`src/rtl/lsu_issue_pkg.sv`:
```
// Shared types and defaults for the LSU issue unit: FSM state encoding and
// the in-flight entry record kept per outstanding op.
package lsu_issue_pkg;

  localparam int DEFAULT_TAG_WIDTH = 10;
  localparam int DEFAULT_DEPTH     = 8;

  // Entry tags are stored at a fixed width so the struct can live here;
  // unused upper bits stay zero and are trimmed in synthesis.
  localparam int MAX_TAG_WIDTH = 32;

  typedef enum logic [1:0] {
    IDLE,
    SEND_INSTR,
    SEND_DATA
  } issue_state_t;

  typedef struct packed {
    logic                     busy;
    logic                     done;
    logic                     is_write;
    logic [MAX_TAG_WIDTH-1:0] tag;
    logic [63:0]              value;
  } inflight_entry_t;

endpackage

```
`src/rtl/lsu_inflight_table.sv`:
```
// Circular buffer of in-flight ops: allocated in tag order, completed in any
// order, retired in order from the head.
module lsu_inflight_table
  import lsu_issue_pkg::*;
#(
  parameter int TAG_WIDTH = DEFAULT_TAG_WIDTH,
  parameter int DEPTH     = DEFAULT_DEPTH
) (
  input  logic                 clk,
  input  logic                 rst_n,
  input  logic                 alloc_valid,
  input  logic [TAG_WIDTH-1:0] alloc_tag,
  input  logic                 alloc_is_write,
  input  logic                 comp_valid,
  input  logic [TAG_WIDTH-1:0] comp_tag,
  input  logic [63:0]          comp_value,
  input  logic                 retire,
  output logic                 full,
  output logic                 head_valid,
  output logic [TAG_WIDTH-1:0] head_tag,
  output logic                 head_is_write,
  output logic [63:0]          head_value,
  output logic                 tag_error
);

  localparam int IDX_W = (DEPTH > 1) ? $clog2(DEPTH) : 1;
  localparam int CNT_W = $clog2(DEPTH + 1);

  inflight_entry_t      entries [DEPTH];
  logic [IDX_W-1:0]     head_ptr;
  logic [CNT_W-1:0]     count;
  logic [IDX_W-1:0]     alloc_idx;
  logic [IDX_W-1:0]     comp_idx;
  logic                 comp_hit;
  logic                 retire_fire;

  assign alloc_idx = alloc_tag[IDX_W-1:0];
  assign comp_idx  = comp_tag[IDX_W-1:0];
  assign full      = (count == CNT_W'(DEPTH));

  // A completion is only trusted if it names a live, not-yet-done entry.
  assign comp_hit = comp_valid
                 && entries[comp_idx].busy
                 && !entries[comp_idx].done
                 && (entries[comp_idx].tag == MAX_TAG_WIDTH'(comp_tag));

  assign head_valid    = entries[head_ptr].busy && entries[head_ptr].done;
  assign head_tag      = entries[head_ptr].tag[TAG_WIDTH-1:0];
  assign head_is_write = entries[head_ptr].is_write;
  assign head_value    = entries[head_ptr].is_write ? 64'd0 : entries[head_ptr].value;
  assign retire_fire   = retire && head_valid;

  always_ff @(posedge clk or negedge rst_n) begin
    if (!rst_n) begin
      for (int i = 0; i < DEPTH; i++) begin
        entries[i] <= '0;
      end
      head_ptr  <= '0;
      count     <= '0;
      tag_error <= 1'b0;
    end else begin
      if (retire_fire) begin
        entries[head_ptr].busy <= 1'b0;
        entries[head_ptr].done <= 1'b0;
        head_ptr               <= head_ptr + IDX_W'(1);
      end
      if (comp_hit) begin
        entries[comp_idx].done  <= 1'b1;
        entries[comp_idx].value <= comp_value;
      end else if (comp_valid) begin
        tag_error <= 1'b1;
      end
      if (alloc_valid) begin
        entries[alloc_idx].busy     <= 1'b1;
        entries[alloc_idx].done     <= 1'b0;
        entries[alloc_idx].is_write <= alloc_is_write;
        entries[alloc_idx].tag      <= MAX_TAG_WIDTH'(alloc_tag);
        entries[alloc_idx].value    <= 64'd0;
      end
      case ({alloc_valid, retire_fire})
        2'b10:   count <= count + CNT_W'(1);
        2'b01:   count <= count - CNT_W'(1);
        default: count <= count;
      endcase
    end
  end

endmodule

```
`src/rtl/lsu_issue_unit.sv`:
```
// Accepts upstream load/store ops, issues each as an instruction beat then a
// data beat, and returns responses in issue order as completions arrive.
module lsu_issue_unit
  import lsu_issue_pkg::*;
#(
  parameter int TAG_WIDTH = DEFAULT_TAG_WIDTH,
  parameter int DEPTH     = DEFAULT_DEPTH
) (
  input  logic                 clk,
  input  logic                 rst_N,
  input  logic                 cs_N,
  input  logic                 op_valid,
  output logic                 op_ready,
  input  logic                 op_is_write,
  input  logic [63:0]          op_addr,
  input  logic [63:0]          op_value,
  output logic                 lsu_proc_instr_valid,
  output logic [TAG_WIDTH-1:0] lsu_proc_instr_tag,
  output logic                 lsu_proc_instr_is_write,
  input  logic                 lsu_proc_instr_ready,
  output logic                 lsu_proc_data_valid,
  output logic [TAG_WIDTH-1:0] lsu_proc_data_tag,
  output logic [63:0]          lsu_proc_addr,
  output logic [63:0]          lsu_proc_value,
  input  logic                 lsu_proc_data_ready,
  input  logic                 lsu_completion_valid,
  input  logic [63:0]          lsu_completion_value,
  input  logic [TAG_WIDTH-1:0] lsu_completion_tag,
  output logic                 resp_valid,
  input  logic                 resp_ready,
  output logic [TAG_WIDTH-1:0] resp_tag,
  output logic                 resp_is_write,
  output logic [63:0]          resp_value,
  output logic                 tag_error
);

  issue_state_t         state, state_next;
  logic [TAG_WIDTH-1:0] next_tag;
  logic [TAG_WIDTH-1:0] cur_tag;
  logic                 cur_is_write;
  logic [63:0]          cur_addr;
  logic [63:0]          cur_value;
  logic                 table_full;
  logic                 op_fire;

  assign op_fire = op_valid && op_ready;

  always_ff @(posedge clk or negedge rst_N) begin
    if (!rst_N) begin
      state <= IDLE;
    end else begin
      state <= state_next;
    end
  end

  always_comb begin
    state_next = state;
    unique case (state)
      IDLE:       if (op_fire)              state_next = SEND_INSTR;
      SEND_INSTR: if (lsu_proc_instr_ready) state_next = SEND_DATA;
      SEND_DATA:  if (lsu_proc_data_ready)  state_next = IDLE;
      default:                              state_next = IDLE;
    endcase
  end

  always_comb begin
    op_ready             = 1'b0;
    lsu_proc_instr_valid = 1'b0;
    lsu_proc_data_valid  = 1'b0;
    unique case (state)
      IDLE:       op_ready             = !cs_N && !table_full;
      SEND_INSTR: lsu_proc_instr_valid = 1'b1;
      SEND_DATA:  lsu_proc_data_valid  = 1'b1;
      default:    op_ready             = 1'b0;
    endcase
  end

  // The accepted op is held here so both beats present stable fields.
  always_ff @(posedge clk or negedge rst_N) begin
    if (!rst_N) begin
      next_tag     <= '0;
      cur_tag      <= '0;
      cur_is_write <= 1'b0;
      cur_addr     <= '0;
      cur_value    <= '0;
    end else if (op_fire) begin
      next_tag     <= next_tag + TAG_WIDTH'(1);
      cur_tag      <= next_tag;
      cur_is_write <= op_is_write;
      cur_addr     <= op_addr;
      cur_value    <= op_value;
    end
  end

  assign lsu_proc_instr_tag      = cur_tag;
  assign lsu_proc_instr_is_write = cur_is_write;
  assign lsu_proc_data_tag       = cur_tag;
  assign lsu_proc_addr           = cur_addr;
  assign lsu_proc_value          = cur_value;

  lsu_inflight_table #(
    .TAG_WIDTH (TAG_WIDTH),
    .DEPTH     (DEPTH)
  ) u_table (
    .clk            (clk),
    .rst_n          (rst_N),
    .alloc_valid    (op_fire),
    .alloc_tag      (next_tag),
    .alloc_is_write (op_is_write),
    .comp_valid     (lsu_completion_valid),
    .comp_tag       (lsu_completion_tag),
    .comp_value     (lsu_completion_value),
    .retire         (resp_ready),
    .full           (table_full),
    .head_valid     (resp_valid),
    .head_tag       (resp_tag),
    .head_is_write  (resp_is_write),
    .head_value     (resp_value),
    .tag_error      (tag_error)
  );

endmodule

```
`config.mk`:
```
export PLATFORM = sky130hd
export DESIGN_NAME = lsu_issue_unit
export DESIGN_NICKNAME = d
export VERILOG_FILES = /design/src/rtl/lsu_issue_pkg.sv /design/src/rtl/lsu_inflight_table.sv /design/src/rtl/lsu_issue_unit.sv
export SDC_FILE = /design/constraint.sdc
export NUM_CORES = 2
export LEC_CHECK = 0
export ABC_CLOCK_PERIOD_IN_PS = 4800
export BUFFER_PORTS_ARGS = -buffer_cell sky130_fd_sc_hd__buf_2
export CAP_MARGIN = 10
export CORE_MARGIN = 5
export CORE_UTILIZATION = 55
export DETAILED_ROUTE_END_ITERATION = 6
export PLACE_DENSITY_LB_ADDON = 0.25
export REMOVE_ABC_BUFFERS = 1
export SLEW_MARGIN = 20
export SYNTH_ARGS = -nofsm -noshare
export SYNTH_HDL_FRONTEND = slang
export SYNTH_SLANG_ARGS = --single-unit
```
`constraint.sdc`:
```
create_clock -name clk -period 4.8 [get_ports clk]
set_input_delay 0.48 -clock clk [delete_from_list [all_inputs] [get_ports clk]]
set_output_delay 0.48 -clock clk [all_outputs]
set_load 0.02 [all_outputs]
```
==> results_dict.tcl <==
set metrics [dict create \
    cap_violations 0 \
    hp-class "input port to flop" \
    hpwl_mm 73.5 \
    syn_area_um2 38400 \
    synth_warnings 0 \
    drive_gt1_share_pct 20.5 \
    syn_inst 4201 \
    ys_seq_area_share_pct 50.6 \
    cts_inserted_buffers 82 \
    cts_tree "built" \
    fin_crit_ns 4.27 \
    timing_worst_setup_path_type "flop to output pin" \
    critPathLaunchType "flop" \
    synth-main-ff-cell "dfrtp_1" \
    power.density_nw_per_um2 416 \
    tightest_slew_ns 1.18 \
    hp-start "op_addr[30]" \
    finalSetupViolations 0 \
    outcome "finished, final reports clean" \
    cts_root_buf "clkbuf_16" \
    dieArea_um2 75100 \
    io_buffers 439 \
    dr_wl_met3_mm 14.8 \
    drt.antenna.violating_nets 0 \
    start_util_pct 55.7 \
    gr-usage-all-layers_pct 34.5 \
    ir_worst_vdd_uv 433 \
    crit_fanout 102 \
    reg2reg_slack_ns 1.22 \
    insertion_delay_ns 0.63 \
    end_kind "output pin" \
    syn2layout_area_growth_pct 13.6 \
    grt_max_degree 214 \
    cp.arrival_ns 3.79 \
    fin_crit_sh_pct 89.0 \
    p_total_w 0.0181 \
    synth-edff-count 0 \
    cts_setup_buffers 0 \
    syn_avg_cell_area_um2 9.13 \
    rsz0062_at_grt "no" \
    io_pins 440 \
    dp.cells 5155 \
    hold_viol_final 0 \
    final_max_slew_viol_count 0 \
    vias 35100 \
    ctsHtreeMaxLevel 3 \
    place_congestion 0.846 \
    async_reset_ff_share_pct 100 \
    cts.path.max_buffers 3 \
    ys_ff_latch 775 \
    wl_per_cell_um 25.1 \
    first_pass_iters 6 \
    die_w_um 274 \
    top_layer_used "met5" \
    drcViolationCount 0 \
    slew_headroom_pct 21.2 \
    timing.rr.start "u_table.head_ptr[1]" \
    grt_pass1_vias 35000 \
    clkTransAtPathRegs_ns 0.06 \
    grt_pass1_wl_mm 205 \
    drt-initial-drc-count 4692 \
    die_h_um 274 \
    critPathLaunch "u_table.head_ptr[2]" \
    routed_wl_mm 134 \
    max_freq_mhz 234 \
    coreArea_um2 68800 \
    via_per_inst 6.61 \
    nNetsFinal 4527 \
    synth_cell_type_count 54 \
    required_ns 4.32 \
    fin_skew_ns 0.0199 \
    antenna_found_initial 24 \
    rows 96 \
    p_leak_nw 19.8 \
    met1_length_mm 49.5 \
    cts.sinks 775 \
    grt-ovfl-total 0 \
    wl_met2_mm 63.2 \
    fin_cells 5310 \
]
[layout make-up]
class	count	area, um^2
Antenna cell	15	37.5
Inverter	13	51.3
Multi-Input combinational cell	2896	16700
Clock inverter	14	154
Clock buffer	125	2490
Timing Repair Buffer	541	3550
Sequential cell	775	19400
Tap cell	931	1160
Fill cell	5776	25200
[metal layers]
metal	up-vias	global-route usage, %
met1	17200	44.5
met2	2297	55.2
met4	10	15.7
met5	-	0
li1	15200	-
met3	417	8.69
[registers in the layout, summed over array words and instances, names as in the netlist]
name,count
state,2
u_table.count,4
lsu_proc_value,64
u_table.head_ptr,3
lsu_proc_instr_is_write,1
next_tag,10
u_table.entries,616
lsu_proc_data_tag,10
lsu_proc_addr,64
u_table.tag_error,1
[repair_timing]
action / 4_1_cts / 5_1_grt
endpoints found under the hold margin: 71 / 0
gates resized for setup: 0 / 0
hold buffers: 1 / 0
[layout by cell type, fill, tap and decap left out, drive strengths merged, types with 6 or more instances in the layout]
cell and n:
a21o 6, a21oi 543, a221oi 104, a22o 21
a22oi 64, buf 540, clkbuf 125, clkinv 8
dfrtp 775, diode 15, ha 6, inv 14
mux2 186, mux2i 59, mux4 8, nand2 526
nand2b 16, nand3 526, nand4 6, nor2 30
nor2b 66, nor3 7, nor4 9, o211ai 18
o21ai 564, o221ai 6, o22ai 59, or2 9
or4 6, xnor2 12, xor2 6
[cell usage after synthesis, types with 3 or more instances]
cell      number  share of area [%]
dfrtp_1      775                 51
a21oi_1      543                7.1
nand2_1      526                5.1
nand3_1      526                6.9
clkbuf_1     318                3.1
o21ai_0      311                4.1
o21ai_1      253                3.3
mux2_2       182                5.3
buf_2        121                1.6
a221oi_1     104                2.4
nor2b_1       66                1.1
a22oi_1       64                1.3
mux2i_1       59                1.5
o22ai_1       59               0.96
buf_1         41               0.40
nor2_1        30               0.29
buf_6         25               0.73
a22o_1        21               0.48
o211ai_1      18               0.35
nand2b_1      16               0.26
buf_4         12               0.23
xnor2_1       12               0.27
inv_1         11               0.11
or2_2          9               0.15
mux4_2         8               0.47
nor3_1         7              0.091
a21o_1         6               0.12
ha_1           6               0.20
nand4_1        6              0.098
o221ai_1       6               0.14
xor2_1         6               0.14
nor4_2         5               0.16
and3_1         4              0.065
and4_1         4              0.091
mux2_1         4               0.12
nand3b_1       4              0.078
nor4_1         4              0.065
or3_1          4              0.065
or4_1          3              0.059
or4_4          3              0.088
[per-stage QoR]
step	utilization (%)	TNS, ns	instance area [um^2]	worst slack (ns)	hold WS (ns)
2_1_floorplan	-	-5239.22	36000	-8.58	0.184
3_3_place_gp	59.4	0	40900	1.00	0.437
3_5_place_dp	59.4	0	40900	0.950	0.443
4_1_cts	63.3	0	43600	0.649	0.0123
5_1_grt	63.3	0	43600	0.543	0.0289
6_report	63.3	0	43600	0.530	0.0417
[final timing paths]
kind	end	depth (start not counted)
hold reg to reg	u_table.tag_error	1
hold / removal	lsu_proc_addr[30]	3
min in group asynchronous	u_table.entries[159]	2
setup reg to reg	u_table.count[3]	11
max in group asynchronous	lsu_proc_value[25]	3
setup / recovery	resp_value[26]	8
[critical path, cell delays in order (launching register included)]
cell and delay [ns]:
dfrtp_4 0.66, buf_4 0.40, buf_12 0.53, nor2_2 0.03, buf_4 0.30, a221oi_1 0.42
o22ai_1 0.21, nor2b_1 0.21, buf_2 0.20
[where the power goes]
part	internal, W	switching [W]
clock network	0.00372	0.00265
registers	0.00730	0.000537
logic	0.00117	0.00274
total	0.0122	0.00592
[logic make-up (layout without fill, tap and decap cells)]
kind of cell	count (synthesis)	after routing	synth area share, %
XOR/XNOR	18	18	0.411
AO/OA/AOI/OAI	1396	1396	20.4
other	0	15	0
AND/OR/NAND/NOR	1222	1222	14.7
buffers and inverters	530	693	6.19
multiplexers	253	253	7.47
adder cells (fa/ha/maj)	7	7	0.248
flip-flops	775	775	50.6
Power figures use the tool's default switching activity.
